--- src/rtl/axis_pkg.sv ---
// Shared definitions for the AXI-stream arbiter family: FSM state codes and sizing helpers.
package axis_pkg;

    typedef logic [0:0] state_t;

    localparam state_t IDLE  = 1'b0;
    localparam state_t GRANT = 1'b1;

    function automatic int clog2(input int value);
        int result;
        result = 0;
        while ((1 << result) < value) result++;
        return result;
    endfunction

    // A single requester still needs a one-bit index.
    function automatic int src_width(input int ports);
        return (ports < 2) ? 1 : clog2(ports);
    endfunction

endpackage

--- src/rtl/axis_rr_pick.sv ---
// Combinational round-robin picker: first set request bit searching cyclically from last+1.
module axis_rr_pick
    import axis_pkg::*;
#(
    parameter int PORTS     = 4,
    parameter int SRC_WIDTH = src_width(PORTS)
) (
    input  logic [PORTS-1:0]     req,
    input  logic [SRC_WIDTH-1:0] last,
    output logic                 any,
    output logic [SRC_WIDTH-1:0] winner
);

    // Scan from the farthest offset down so the nearest requester overwrites the rest.
    always_comb begin
        logic [SRC_WIDTH-1:0] cand;
        any    = 1'b0;
        winner = '0;
        cand   = '0;
        for (int off = PORTS; off >= 1; off--) begin
            cand = SRC_WIDTH'((int'(last) + off) % PORTS);
            if (req[cand]) begin
                any    = 1'b1;
                winner = cand;
            end
        end
    end

endmodule

--- src/rtl/axis_rr_arbiter.sv ---
// Round-robin AXI-stream arbiter with a fully registered output slot.
// Define AXIS_ARB_LAST_EN to hold grants for whole packets (ilast/olast) instead of bursts.
module axis_rr_arbiter
    import axis_pkg::*;
#(
    parameter int PORTS      = 4,
    parameter int DATA_WIDTH = 8,
    parameter int MAX_BURST  = 4,
    parameter int SRC_WIDTH  = src_width(PORTS)
) (
    input  logic                        clock,
    input  logic                        reset,
    input  logic [PORTS*DATA_WIDTH-1:0] idata,
    input  logic [PORTS-1:0]            ivalid,
`ifdef AXIS_ARB_LAST_EN
    input  logic [PORTS-1:0]            ilast,
    output logic                        olast,
`endif
    output logic [PORTS-1:0]            iready,
    output logic [DATA_WIDTH-1:0]       odata,
    output logic                        ovalid,
    input  logic                        oready,
    output logic [SRC_WIDTH-1:0]        osource,
    output logic                        busy
);

    localparam int                     BURST_WIDTH = clog2(MAX_BURST + 1);
    localparam logic [SRC_WIDTH-1:0]   LAST_RESET  = SRC_WIDTH'(PORTS - 1);
    localparam logic [BURST_WIDTH-1:0] BURST_MAX   = BURST_WIDTH'(MAX_BURST);

    state_t                 state_q, state_d;
    logic [SRC_WIDTH-1:0]   grant_q, grant_d;
    logic [SRC_WIDTH-1:0]   last_q, last_d;
    logic [BURST_WIDTH-1:0] burst_q, burst_d;
    logic [DATA_WIDTH-1:0]  odata_q, odata_d;
    logic                   ovalid_q, ovalid_d;
    logic [SRC_WIDTH-1:0]   osource_q, osource_d;
`ifdef AXIS_ARB_LAST_EN
    logic                   olast_q, olast_d;
`endif

    logic                   pickAny;
    logic [SRC_WIDTH-1:0]   pickWinner;
    logic                   canLoad;
    logic                   grantValid;
    logic                   inXfer;
    logic                   outXfer;
    logic                   releaseGrant;
    logic [BURST_WIDTH-1:0] burstInc;

    axis_rr_pick #(
        .PORTS     (PORTS),
        .SRC_WIDTH (SRC_WIDTH)
    ) u_pick (
        .req    (ivalid),
        .last   (last_q),
        .any    (pickAny),
        .winner (pickWinner)
    );

    assign canLoad    = !ovalid_q || oready;
    assign grantValid = ivalid[grant_q];
    assign inXfer     = (state_q == GRANT) && canLoad && grantValid;
    assign outXfer    = ovalid_q && oready;
    assign burstInc   = (burst_q == BURST_MAX) ? burst_q : burst_q + BURST_WIDTH'(1);

`ifdef AXIS_ARB_LAST_EN
    assign releaseGrant = inXfer && ilast[grant_q];
`else
    // Back-pressure (!canLoad) never releases: only a full burst or an idle requester does.
    assign releaseGrant = (inXfer && (burstInc == BURST_MAX)) || (canLoad && !grantValid);
`endif

    always_comb begin
        iready = '0;
        if ((state_q == GRANT) && canLoad && !reset) iready[grant_q] = 1'b1;
    end

    always_comb begin
        state_d = state_q;
        grant_d = grant_q;
        last_d  = last_q;
        burst_d = burst_q;
        if (state_q == IDLE) begin
            if (pickAny) begin
                grant_d = pickWinner;
                state_d = GRANT;
                burst_d = '0;
            end
        end else begin
            if (inXfer) burst_d = burstInc;
            if (releaseGrant) begin
                state_d = IDLE;
                last_d  = grant_q;
            end
        end
    end

    always_comb begin
        odata_d   = odata_q;
        ovalid_d  = ovalid_q;
        osource_d = osource_q;
`ifdef AXIS_ARB_LAST_EN
        olast_d   = olast_q;
`endif
        if (inXfer) begin
            odata_d   = idata[int'(grant_q)*DATA_WIDTH +: DATA_WIDTH];
            osource_d = grant_q;
            ovalid_d  = 1'b1;
`ifdef AXIS_ARB_LAST_EN
            olast_d   = ilast[grant_q];
`endif
        end else if (outXfer) begin
            ovalid_d  = 1'b0;
        end
    end

    always_ff @(posedge clock) begin
        if (reset) begin
            state_q   <= IDLE;
            grant_q   <= '0;
            last_q    <= LAST_RESET;
            burst_q   <= '0;
            odata_q   <= '0;
            ovalid_q  <= 1'b0;
            osource_q <= '0;
`ifdef AXIS_ARB_LAST_EN
            olast_q   <= 1'b0;
`endif
        end else begin
            state_q   <= state_d;
            grant_q   <= grant_d;
            last_q    <= last_d;
            burst_q   <= burst_d;
            odata_q   <= odata_d;
            ovalid_q  <= ovalid_d;
            osource_q <= osource_d;
`ifdef AXIS_ARB_LAST_EN
            olast_q   <= olast_d;
`endif
        end
    end

    assign odata   = odata_q;
    assign ovalid  = ovalid_q;
    assign osource = osource_q;
    assign busy    = (state_q == GRANT);
`ifdef AXIS_ARB_LAST_EN
    assign olast   = olast_q;
`endif

endmodule

--- config.mk ---
export PLATFORM = sky130hd
export DESIGN_NAME = axis_rr_arbiter
export DESIGN_NICKNAME = d
export VERILOG_FILES = /design/src/rtl/axis_pkg.sv /design/src/rtl/axis_rr_pick.sv /design/src/rtl/axis_rr_arbiter.sv
export SDC_FILE = /design/constraint.sdc
export NUM_CORES = 1
export LEC_CHECK = 0
export CAP_MARGIN = 20
export CORE_ASPECT_RATIO = 1.25
export CORE_MARGIN = 5
export CORE_UTILIZATION = 36
export CTS_CLUSTER_DIAMETER = 100
export CTS_CLUSTER_SIZE = 20
export DETAILED_ROUTE_END_ITERATION = 8
export GPL_TIMING_DRIVEN = 0
export HOLD_SLACK_MARGIN = 0.15
export PLACE_DENSITY = 0.88
export SYNTH_ARGS = -nofsm -noshare
export SYNTH_HDL_FRONTEND = slang
export SYNTH_SLANG_ARGS = --single-unit
--- constraint.sdc ---
create_clock -name clock -period 1.8 [get_ports clock]
set_clock_uncertainty 0.05 [all_clocks]
set_input_delay 0.27 -clock clock [delete_from_list [all_inputs] [get_ports clock]]
set_output_delay 0.27 -clock clock [all_outputs]
set_load 0.005 [all_outputs]
==> qor.yml <==
status: "finished, final reports clean"
avgRoutedWirePerCell_um: 15.4
maxSlewHeadroom: 0.632
cp.arrival_ns: 1.97
pre_cts_ws_ns: -0.440
drv_slew: 0
drt-vias-per-instance: 5.32
synth_top_cell_by_area: "dfxtp_1"
clock-sinks: 19
crit_path_end_kind: "register"
r2r_end: "last_q[0]$_SDFFE_PP1P_"
hp-start: "reset"
start_kind: "register"
r2r_slack_ns: 0.01
drc_errors: 0
synth_xor_area_frac: 0
die_w_um: 59.5
synth_top_family_by_area: "simple AND/OR/NAND/NOR gates"
insertion_delay_ns: 0.30
hpwl_um: 2510
cp_max_fo: 3
synthToLayoutAreaGrowth_pct: 68.5
rsz0062_at_grt: "true"
antenna_found_initial: 0
hold-path-endpoint: "last_q[0]$_SDFFE_PP1P_"
grt_pass1_wl_um: 5560
maxCapViolations: 0
cts_tree: "built"
syn_area_mm2: 0.00110
cp_num_buf_inv: 1
antenna_left: 0
path_delay_family: "compound AO/OA/AOI/OAI gates"
grt_max_degree: 12
synth_compound_area_frac: 0.141
pin_count: 55
r2r_cells: 6
synth_seq_cells: 19
fin_ws_ns: 0.00963
synth_top_area_share: 0.345
synth_cell_types: 29
overflow: 0
vdd_drop_max_mv: 0.520
post_synth.cell_area_avg_um2: 8.88
yosys-top-cells-area: "dfxtp_1 35%, mux4_2 18%, a21oi_1 8.2%"
synth_edf_count: 0
htreeDepth: 1
rows: 22
hold_path_depth: 3
critPathKind: "register to register"
hold_viol_final: 0
yosysSeqAreaShare: 0.345
first_pass_iters: 4
grtUsageTotal: 0.167
synthCells: 124
cp_slowest_stage_delay_ns: 0.40
power_w: 0.00117
cpMaxStageDelayCell: "dfxtp_4"
grt_pass1_vias: 1278
root_buffer: "clkbuf_4"
worstPathRequired_ns: 1.98
rr_startpoint: "burst_q[0]$_SDFFE_PP0P_"
synth_fa_ha_area_frac: 0.0227
drt_wl_total_um: 3400
worst_setup_hold_path_clk_slew_ns: 0.11
core_mm2: 0.00295
ys_async_sr_fraction: 0
cts_buffer_depth: 2
path_cells: "inv_4, ha_4, or3b_4, a311o_1, a21oi_2, mux2i_1"
leakage_nw: 0.668
yosys_warnings: 0
die-area_mm2: 0.00427
post-route-period-util: 0.995
layout-drive-gt1-share: 0.250
fmax_mhz: 559
final_nets: 226
tightest_slew_ns: 0.551
place.gp.congestion: 0.766
cp_num_cells: 6
layout_commonest_cell: "clkdlybuf4s50_1"
powerDensity_mw_per_mm2: 629
final-setup-viol-count: 0
synth_simple_gate_area_share: 0.222
drt_iter0_drc: 30
port_buffers: 53
syn_nets: 165
initial_core_util: 0.374
via_count: 1171
die_h_um: 71.8
hp-class: "input pin to register"
finalCriticalPeriod_ns: 1.79
synth.mux.area_fraction: 0.211
postCtsHoldBufs: 0
final_cell_mix: "48 x clkdlybuf4s50_1, 23 x nand2_1, 17 x a21oi_1"
diodes: 0
numCtsBuffers: 3
ys.flop_type: "dfxtp_1"
## metrics by stage
stage          hold slack [ns]  cell area, um2  setup TNS, ns  std cells  utilization
3_3_place_gp             0.391            1680          -6.10        213        0.572
4_1_cts                  0.344            1820         -0.116        220        0.616
3_5_place_dp             0.401            1680          -6.72        213        0.572
6_report                 0.408            1860              0        220        0.630
5_1_grt                  0.441            1860         -0.153        220        0.630
2_1_floorplan            0.403            1110              0        124            -
## Yosys cell counts, types with 2 or more instances
cell,instances
a21oi_1,18
a311o_1,2
and3_1,2
buf_2,2
clkbuf_1,6
dfxtp_1,19
ha_1,2
inv_1,4
mux2i_1,3
mux4_2,9
nand2_1,24
nand2b_1,3
nand3_1,2
nor2_1,8
nor2b_1,2
nor3_1,3
nor4_1,2
nor4b_1,2
## how the worst max path moves through the flow
stage	startpoint	end	slack (ns)
2_1_floorplan	grant_q[0]$_SDFFE_PP0P_	burst_q[2]$_SDFFE_PP0P_	0.01
3_3_place_gp	grant_q[1]$_SDFFE_PP0P_	iready[2]	-0.43
3_5_place_dp	grant_q[1]$_SDFFE_PP0P_	iready[2]	-0.44
4_1_cts	burst_q[1]$_SDFFE_PP0P_	last_q[0]$_SDFFE_PP1P_	-0.06
5_1_grt	burst_q[0]$_SDFFE_PP0P_	last_q[0]$_SDFFE_PP1P_	-0.09
6_report	burst_q[0]$_SDFFE_PP0P_	last_q[0]$_SDFFE_PP1P_	0.01
## registers in the layout, summed over array words and instances, names as in the netlist
signal / count
grant_q: 2
burst_q: 3
last_q: 2
ovalid: 1
odata: 8
osource: 2
busy: 1
## layout make-up
cell class	instances	area [um2]
plain buffers	8	65.1
clock buffers	3	22.5
clock inverters	1	5.00
fillers	249	1090
inverters	4	20.0
multi-input cells	91	759
flip-flops and latches	19	392
well taps	36	45.0
repair buffers	58	547
## worst reg2reg max path, cell delays in order (launching register included)
cell     delay, ns
dfxtp_4       0.40
inv_4         0.04
ha_4          0.15
or3b_4        0.35
a311o_1       0.29
a21oi_2       0.22
mux2i_1       0.21
## what timing repair did
item,in CTS,in global routing
resized for setup,32,17
setup endpoints to repair,18,17
cloned,0,0
pin swaps,5,4
buffers inserted,5,0
## layer usage
layer  routed length, um  up-vias  track usage
met3                 253       12       0.0342
met2                1750       45        0.295
li1                    -      567            -
met1                1290      547        0.184
met5                   0        -            0
met4                  98        0       0.0806
## power breakdown
group	internal [W]	leakage, nW	switching (W)
Clock	0.0000827	0.0177	0.000133
Sequential	0.000459	0.158	0.0000400
Combinational	0.000273	0.492	0.000180
## kinds of logic after synthesis
| kind of cell | count (synthesis) |
|---|---|
| buffers and inverters | 14 |
| AOI/OAI and AO/OA | 26 |
| muxes | 12 |
| DFF | 19 |
| and+or+nand+nor | 51 |
| adders and majority gates | 2 |
Power figures use the tool's default switching activity.
